`src/rtl/ssd_scan_ctrl.sv`:
```
// Four-digit seven-segment scan controller: one digit per slot, blanked dead time
// at the start of every slot, and shadow data swapped only at frame boundaries.
module ssd_scan_ctrl #(
  parameter int CLK_DIV     = 50000,
  parameter int DEAD_CYCLES = 500
) (
  input  logic        x1,
  input  logic        reset,
  input  logic [15:0] value,
  input  logic [3:0]  dp,
  input  logic [3:0]  en,
  input  logic        load,
  output logic        load_ack,
  output logic        frame_tick,
  output logic [3:0]  anodes,
  output logic [7:0]  SSD
);

  localparam int CW = $clog2(CLK_DIV);
  localparam logic [CW-1:0] LAST_CNT = CW'(CLK_DIV - 1);
  localparam logic [CW-1:0] DEAD_LAST = CW'(DEAD_CYCLES - 1);

  typedef enum logic {
    BLANK = 1'b0,
    DRIVE = 1'b1
  } state_t;

  state_t r_state;
  state_t w_stateNext;

  logic [CW-1:0] r_cnt;
  logic [1:0]    r_idx;
  logic [15:0]   r_shadowVal;
  logic [3:0]    r_shadowDp;
  logic [3:0]    r_shadowEn;
  logic          r_loadPending;
  logic [3:0]    r_anodes;
  logic [7:0]    r_ssd;
  logic          r_loadAck;
  logic          r_frameTick;

  logic          w_slotEnd;
  logic          w_frameEnd;
  logic          w_capture;
  logic [3:0]    w_nibble;
  logic [6:0]    w_seg;
  logic [3:0]    w_anodesNext;
  logic [7:0]    w_ssdNext;

  assign w_slotEnd  = (r_cnt == LAST_CNT);
  assign w_frameEnd = w_slotEnd && (r_idx == 2'd3);
  assign w_capture  = w_frameEnd && (r_loadPending || load);
  assign w_nibble   = r_shadowVal[{r_idx, 2'b00} +: 4];

  always_ff @(posedge x1 or posedge reset) begin
    if (reset) begin
      r_cnt <= '0;
      r_idx <= 2'd0;
    end else if (w_slotEnd) begin
      r_cnt <= '0;
      r_idx <= r_idx + 2'd1;
    end else begin
      r_cnt <= r_cnt + CW'(1);
    end
  end

  always_ff @(posedge x1 or posedge reset) begin
    if (reset) begin
      r_state <= BLANK;
    end else begin
      r_state <= w_stateNext;
    end
  end

  // The state mirrors the slot phase: BLANK for the first DEAD_CYCLES counts, then DRIVE.
  always_comb begin
    w_stateNext = r_state;
    case (r_state)
      BLANK: if (r_cnt == DEAD_LAST) w_stateNext = DRIVE;
      DRIVE: if (w_slotEnd) w_stateNext = BLANK;
      default: w_stateNext = BLANK;
    endcase
  end

  always_comb begin
    w_seg = 7'h7F;
    case (w_nibble)
      4'h0: w_seg = 7'h40;
      4'h1: w_seg = 7'h79;
      4'h2: w_seg = 7'h24;
      4'h3: w_seg = 7'h30;
      4'h4: w_seg = 7'h19;
      4'h5: w_seg = 7'h12;
      4'h6: w_seg = 7'h02;
      4'h7: w_seg = 7'h78;
      4'h8: w_seg = 7'h00;
      4'h9: w_seg = 7'h10;
      4'hA: w_seg = 7'h08;
      4'hB: w_seg = 7'h03;
      4'hC: w_seg = 7'h46;
      4'hD: w_seg = 7'h21;
      4'hE: w_seg = 7'h06;
      4'hF: w_seg = 7'h0E;
      default: w_seg = 7'h7F;
    endcase
  end

  // Segments follow the digit even when its anode is masked, so a disabled digit
  // only loses its anode while still occupying its full slot.
  always_comb begin
    w_anodesNext = 4'hF;
    w_ssdNext    = 8'hFF;
    if (r_state == DRIVE) begin
      w_anodesNext = r_shadowEn[r_idx] ? ~(4'b0001 << r_idx) : 4'hF;
      w_ssdNext    = {~r_shadowDp[r_idx], w_seg};
    end
  end

  always_ff @(posedge x1 or posedge reset) begin
    if (reset) begin
      r_anodes    <= 4'hF;
      r_ssd       <= 8'hFF;
      r_frameTick <= 1'b0;
      r_loadAck   <= 1'b0;
    end else begin
      r_anodes    <= w_anodesNext;
      r_ssd       <= w_ssdNext;
      r_frameTick <= w_frameEnd;
      r_loadAck   <= w_capture;
    end
  end

  // A load seen on the boundary cycle itself is captured directly, so it must not
  // leave the pending flag set for the following frame.
  always_ff @(posedge x1 or posedge reset) begin
    if (reset) begin
      r_shadowVal   <= 16'h0000;
      r_shadowDp    <= 4'h0;
      r_shadowEn    <= 4'h0;
      r_loadPending <= 1'b0;
    end else if (w_capture) begin
      r_shadowVal   <= value;
      r_shadowDp    <= dp;
      r_shadowEn    <= en;
      r_loadPending <= 1'b0;
    end else if (load) begin
      r_loadPending <= 1'b1;
    end
  end

  assign anodes     = r_anodes;
  assign SSD        = r_ssd;
  assign load_ack   = r_loadAck;
  assign frame_tick = r_frameTick;

endmodule

```
`config.mk`:
```
export PLATFORM = sky130hd
export DESIGN_NAME = ssd_scan_ctrl
export DESIGN_NICKNAME = d
export VERILOG_FILES = /design/src/rtl/ssd_scan_ctrl.sv
export SDC_FILE = /design/constraint.sdc
export NUM_CORES = 1
export LEC_CHECK = 0
export BUFFER_PORTS_ARGS = -buffer_cell sky130_fd_sc_hd__clkbuf_2
export CORE_MARGIN = 2
export CORE_UTILIZATION = 38
export DETAILED_ROUTE_END_ITERATION = 7
export PLACE_DENSITY_LB_ADDON = 0.25
export REMOVE_ABC_BUFFERS = 1
export SYNTH_ARGS = -nofsm -noshare
export SYNTH_HDL_FRONTEND = slang
export SYNTH_SLANG_ARGS = --single-unit
```
`constraint.sdc`:
```
create_clock -name x1 -period 2.7 [get_ports x1]
set_input_delay 0 -clock x1 [delete_from_list [all_inputs] [get_ports x1]]
set_output_delay 0 -clock x1 [all_outputs]
set_load 0.02 [all_outputs]
```
==> flow_metrics.tcl <==
set metrics [dict create \
    ys_ff_latch 58 \
    fmaxAchievable_ghz 0.482 \
    slew_viol_final 0 \
    setup_tns_ns 0 \
    yosysUniqueCellTypes 35 \
    post-dp-hpwl_um 3630 \
    hold_path_class "in -> async" \
    slew_headroom 0.455 \
    cp_slowest_stage_delay_ns 0.38 \
    post_cts_buffers 0 \
    grt_pass1_wl_um 9090 \
    finalHoldViolCount 0 \
    placed_area_um2 3050 \
    crit_family "simple AND/OR/NAND/NOR gates" \
    startpoint_type "register" \
    yosys_warnings 0 \
    powerDensity_nw_per_um2 494 \
    die-area_um2 7920 \
    antenna_found_initial 0 \
    cts_root_buf "clkbuf_8" \
    routed_wirelength_um 5340 \
    worstPathMaxFanout 24 \
    setup_viol 0 \
    wl_per_cell_um 13.7 \
    place_congestion 0.837 \
    final_antenna_net_count 0 \
    grt_max_degree 40 \
    synth_area_um2 2750 \
    vdd_ir_drop_max_mv 0.353 \
    maxCapViolations 0 \
    initial_core_util 0.398 \
    leakage_uw 0.00160 \
    synth.top_cells.by_area "dfrtp_1, dfstp_2, mux2_1" \
    cts_buffer_depth 2 \
    io_pins 41 \
    status "finished clean" \
    synth_edf_count 0 \
    die_h_um 89.0 \
    worst_slack_ns 0.625 \
    path_buf_inv 1 \
    die_w_um 89.0 \
    grt_pass1_vias 1898 \
    synth_seq_area_share 0.534 \
    drt-initial-drc-count 54 \
    worstSetupPathType "reg -> reg" \
    netlist.area_leader.share 0.419 \
    grt.total_usage 0.153 \
    cp_cell_sequence "ha_1 -> and3_1 -> nand4_1 -> nor3_4 -> buf_4 -> mux2_2" \
    cts.htree.levels 3 \
    finalCritPeriodShare 0.769 \
    cts_tree "built" \
    synthMostInstantiatedCell "dfrtp_1" \
    synthFlopType "dfrtp_1" \
    syn_area_per_cell_um2 12.7 \
    postSynthCellCount 217 \
    ys_async_sr_fraction 1.00 \
    nNetsFinal 328 \
    cts.clk_slew.worst_paths_ns 0.07 \
    finalClockSkew_ns 0.0119 \
    netlist_top_cells_count "dfrtp_1, mux2_1, nand2_1, nor2_1, dfstp_2" \
    cp.arrival_ns 2.29 \
    synth.largest_area_cell "dfrtp_1" \
    first_pass_iters 4 \
    cp-end-kind "register" \
    rsz0062_at_grt "no" \
    grt-ovfl-total 0 \
    coreArea_um2 6910 \
    cts_sinks 58 \
    n_antenna_cell 0 \
    vias_per_cell 4.78 \
    rows 30 \
    layout-drive-gt1-share 0.312 \
    dpl_worst_slack_ns 0.610 \
    vias 1870 \
    crit_path_top_delay_cell "dfrtp_1" \
    postLayoutCellArea_um2 3520 \
    dp.cells 349 \
    portBuffers 40 \
    cts_buffers 9 \
    worstMarginPinSlew_ns 0.817 \
    finalNonFillerCells 391 \
    areaGrowthSynthToFinish_pct 28.0 \
    drc 0 \
    crit_required_ns 2.92 \
    clk_latency_ns 0.34 \
    period_needed_ns 2.08 \
]
==> cells in the final DEF, fill, tap and decap left out, types with 2 or more instances in the layout <==
master | Yosys | layout
o311ai_0 | 2 | 2
nor2_1 | 14 | 14
and3_1 | 2 | 2
mux2_2 | 8 | 8
inv_1 | 9 | 8
xor2_1 | 6 | 6
o211ai_1 | 6 | 6
mux2_1 | 20 | 20
dlygate4sd3_1 | 0 | 26
nand4_1 | 7 | 7
o21ai_0 | 5 | 5
nand2_1 | 17 | 17
nand2b_1 | 2 | 2
clkinv_4 | 0 | 2
buf_4 | 1 | 7
clkbuf_8 | 0 | 9
clkinvlp_4 | 0 | 3
ha_1 | 11 | 11
clkbuf_2 | 0 | 40
mux4_2 | 6 | 6
dfstp_2 | 12 | 12
o2bb2ai_1 | 2 | 2
nor4_1 | 3 | 3
and4_1 | 3 | 3
xnor2_1 | 8 | 8
dfrtp_1 | 46 | 46
nand3_1 | 7 | 7
==> cells by family (layout without fill, tap and decap cells) <==
kind of cell | count (synthesis) | count (layout) | share of synthesized area
and+or+nand+nor | 63 | 63 | 0.127
DFF | 58 | 58 | 0.534
muxes | 35 | 35 | 0.168
buffers and inverters | 20 | 98 | 0.0364
AOI/OAI and AO/OA | 16 | 16 | 0.0401
xor gates and xnor gates | 14 | 14 | 0.0446
adders and majority gates | 11 | 11 | 0.0501
==> per-stage QoR <==
| stage | power, µW | hold slack [ns] | utilization |
|---|---|---|---|
| finish | 1740 | 0.361 | 0.509 |
| detailed placement | 925 | 0.193 | 0.442 |
| global placement | 925 | 0.184 | 0.442 |
| CTS | 1770 | 0.374 | 0.509 |
| global route | 1820 | 0.412 | 0.509 |
| floorplan | 898 | 0.135 | - |
==> power by group <==
group / switching, µW / leakage (µW) / internal [µW]
Combinational: 27.9 / 0.000757 / 39.7
Clock: 367 / 0.0000921 / 431
Sequential: 0.0000000000000138 / 0.000750 / 870
==> final timing paths <==
path                                    start                          end  slack (ns)  depth (start not counted)
min                                     reset    r_loadPending$_DFFE_PP0P_        0.36                          3
min in group x1                         dp[2]    r_shadowDp[2]$_DFFE_PP0P_        0.41                          3
max reg2reg                r_cnt[0]$_DFF_PP0_  r_shadowVal[12]$_DFFE_PP0P_        0.62                          6
max in group asynchronous               reset          anodes[0]$_DFF_PP1_        1.59                          4
min reg2reg                r_cnt[0]$_DFF_PP0_           r_cnt[0]$_DFF_PP0_        0.48                          1
max                        r_cnt[0]$_DFF_PP0_  r_shadowVal[12]$_DFFE_PP0P_        0.62                          6
==> layer usage <==
layer,GRT usage,wire [µm],up-vias
li1,-,-,911
met1,0.196,2500,906
met2,0.242,2570,49
met3,0.0582,215,4
met4,0.0516,50,0
met5,0,0,-
==> worst register-to-register path, stage by stage, from the launching register on <==
cell     delay, ns
dfrtp_1       0.38
ha_1          0.26
and3_1        0.25
nand4_1       0.21
nor3_4        0.16
buf_4         0.33
mux2_2        0.38
==> cell type report <==
| cell class | count | area, µm² |
|---|---|---|
| tap | 96 | 120 |
| inverter | 9 | 33.8 |
| clock inverter | 7 | 78.8 |
| clock buffer | 9 | 124 |
| fill | 651 | 3390 |
| timing repair buffer | 73 | 513 |
| sequential | 58 | 1470 |
| multi-input combinational | 139 | 1180 |
==> what timing repair did <==
item,4_1_cts,5_1_grt
hold buffers,26,0
gates resized for setup,0,0
hold endpoints to repair,51,0
==> flip-flops by register name, indices dropped and copies added, names as in the netlist <==
signal and count:
r_shadowDp 4, r_loadPending 1, r_cnt 16, r_shadowEn 4
anodes 4, SSD 8, frame_tick 1, r_idx 2
load_ack 1, r_shadowVal 16, r_state 1
Power figures use the tool's default switching activity.
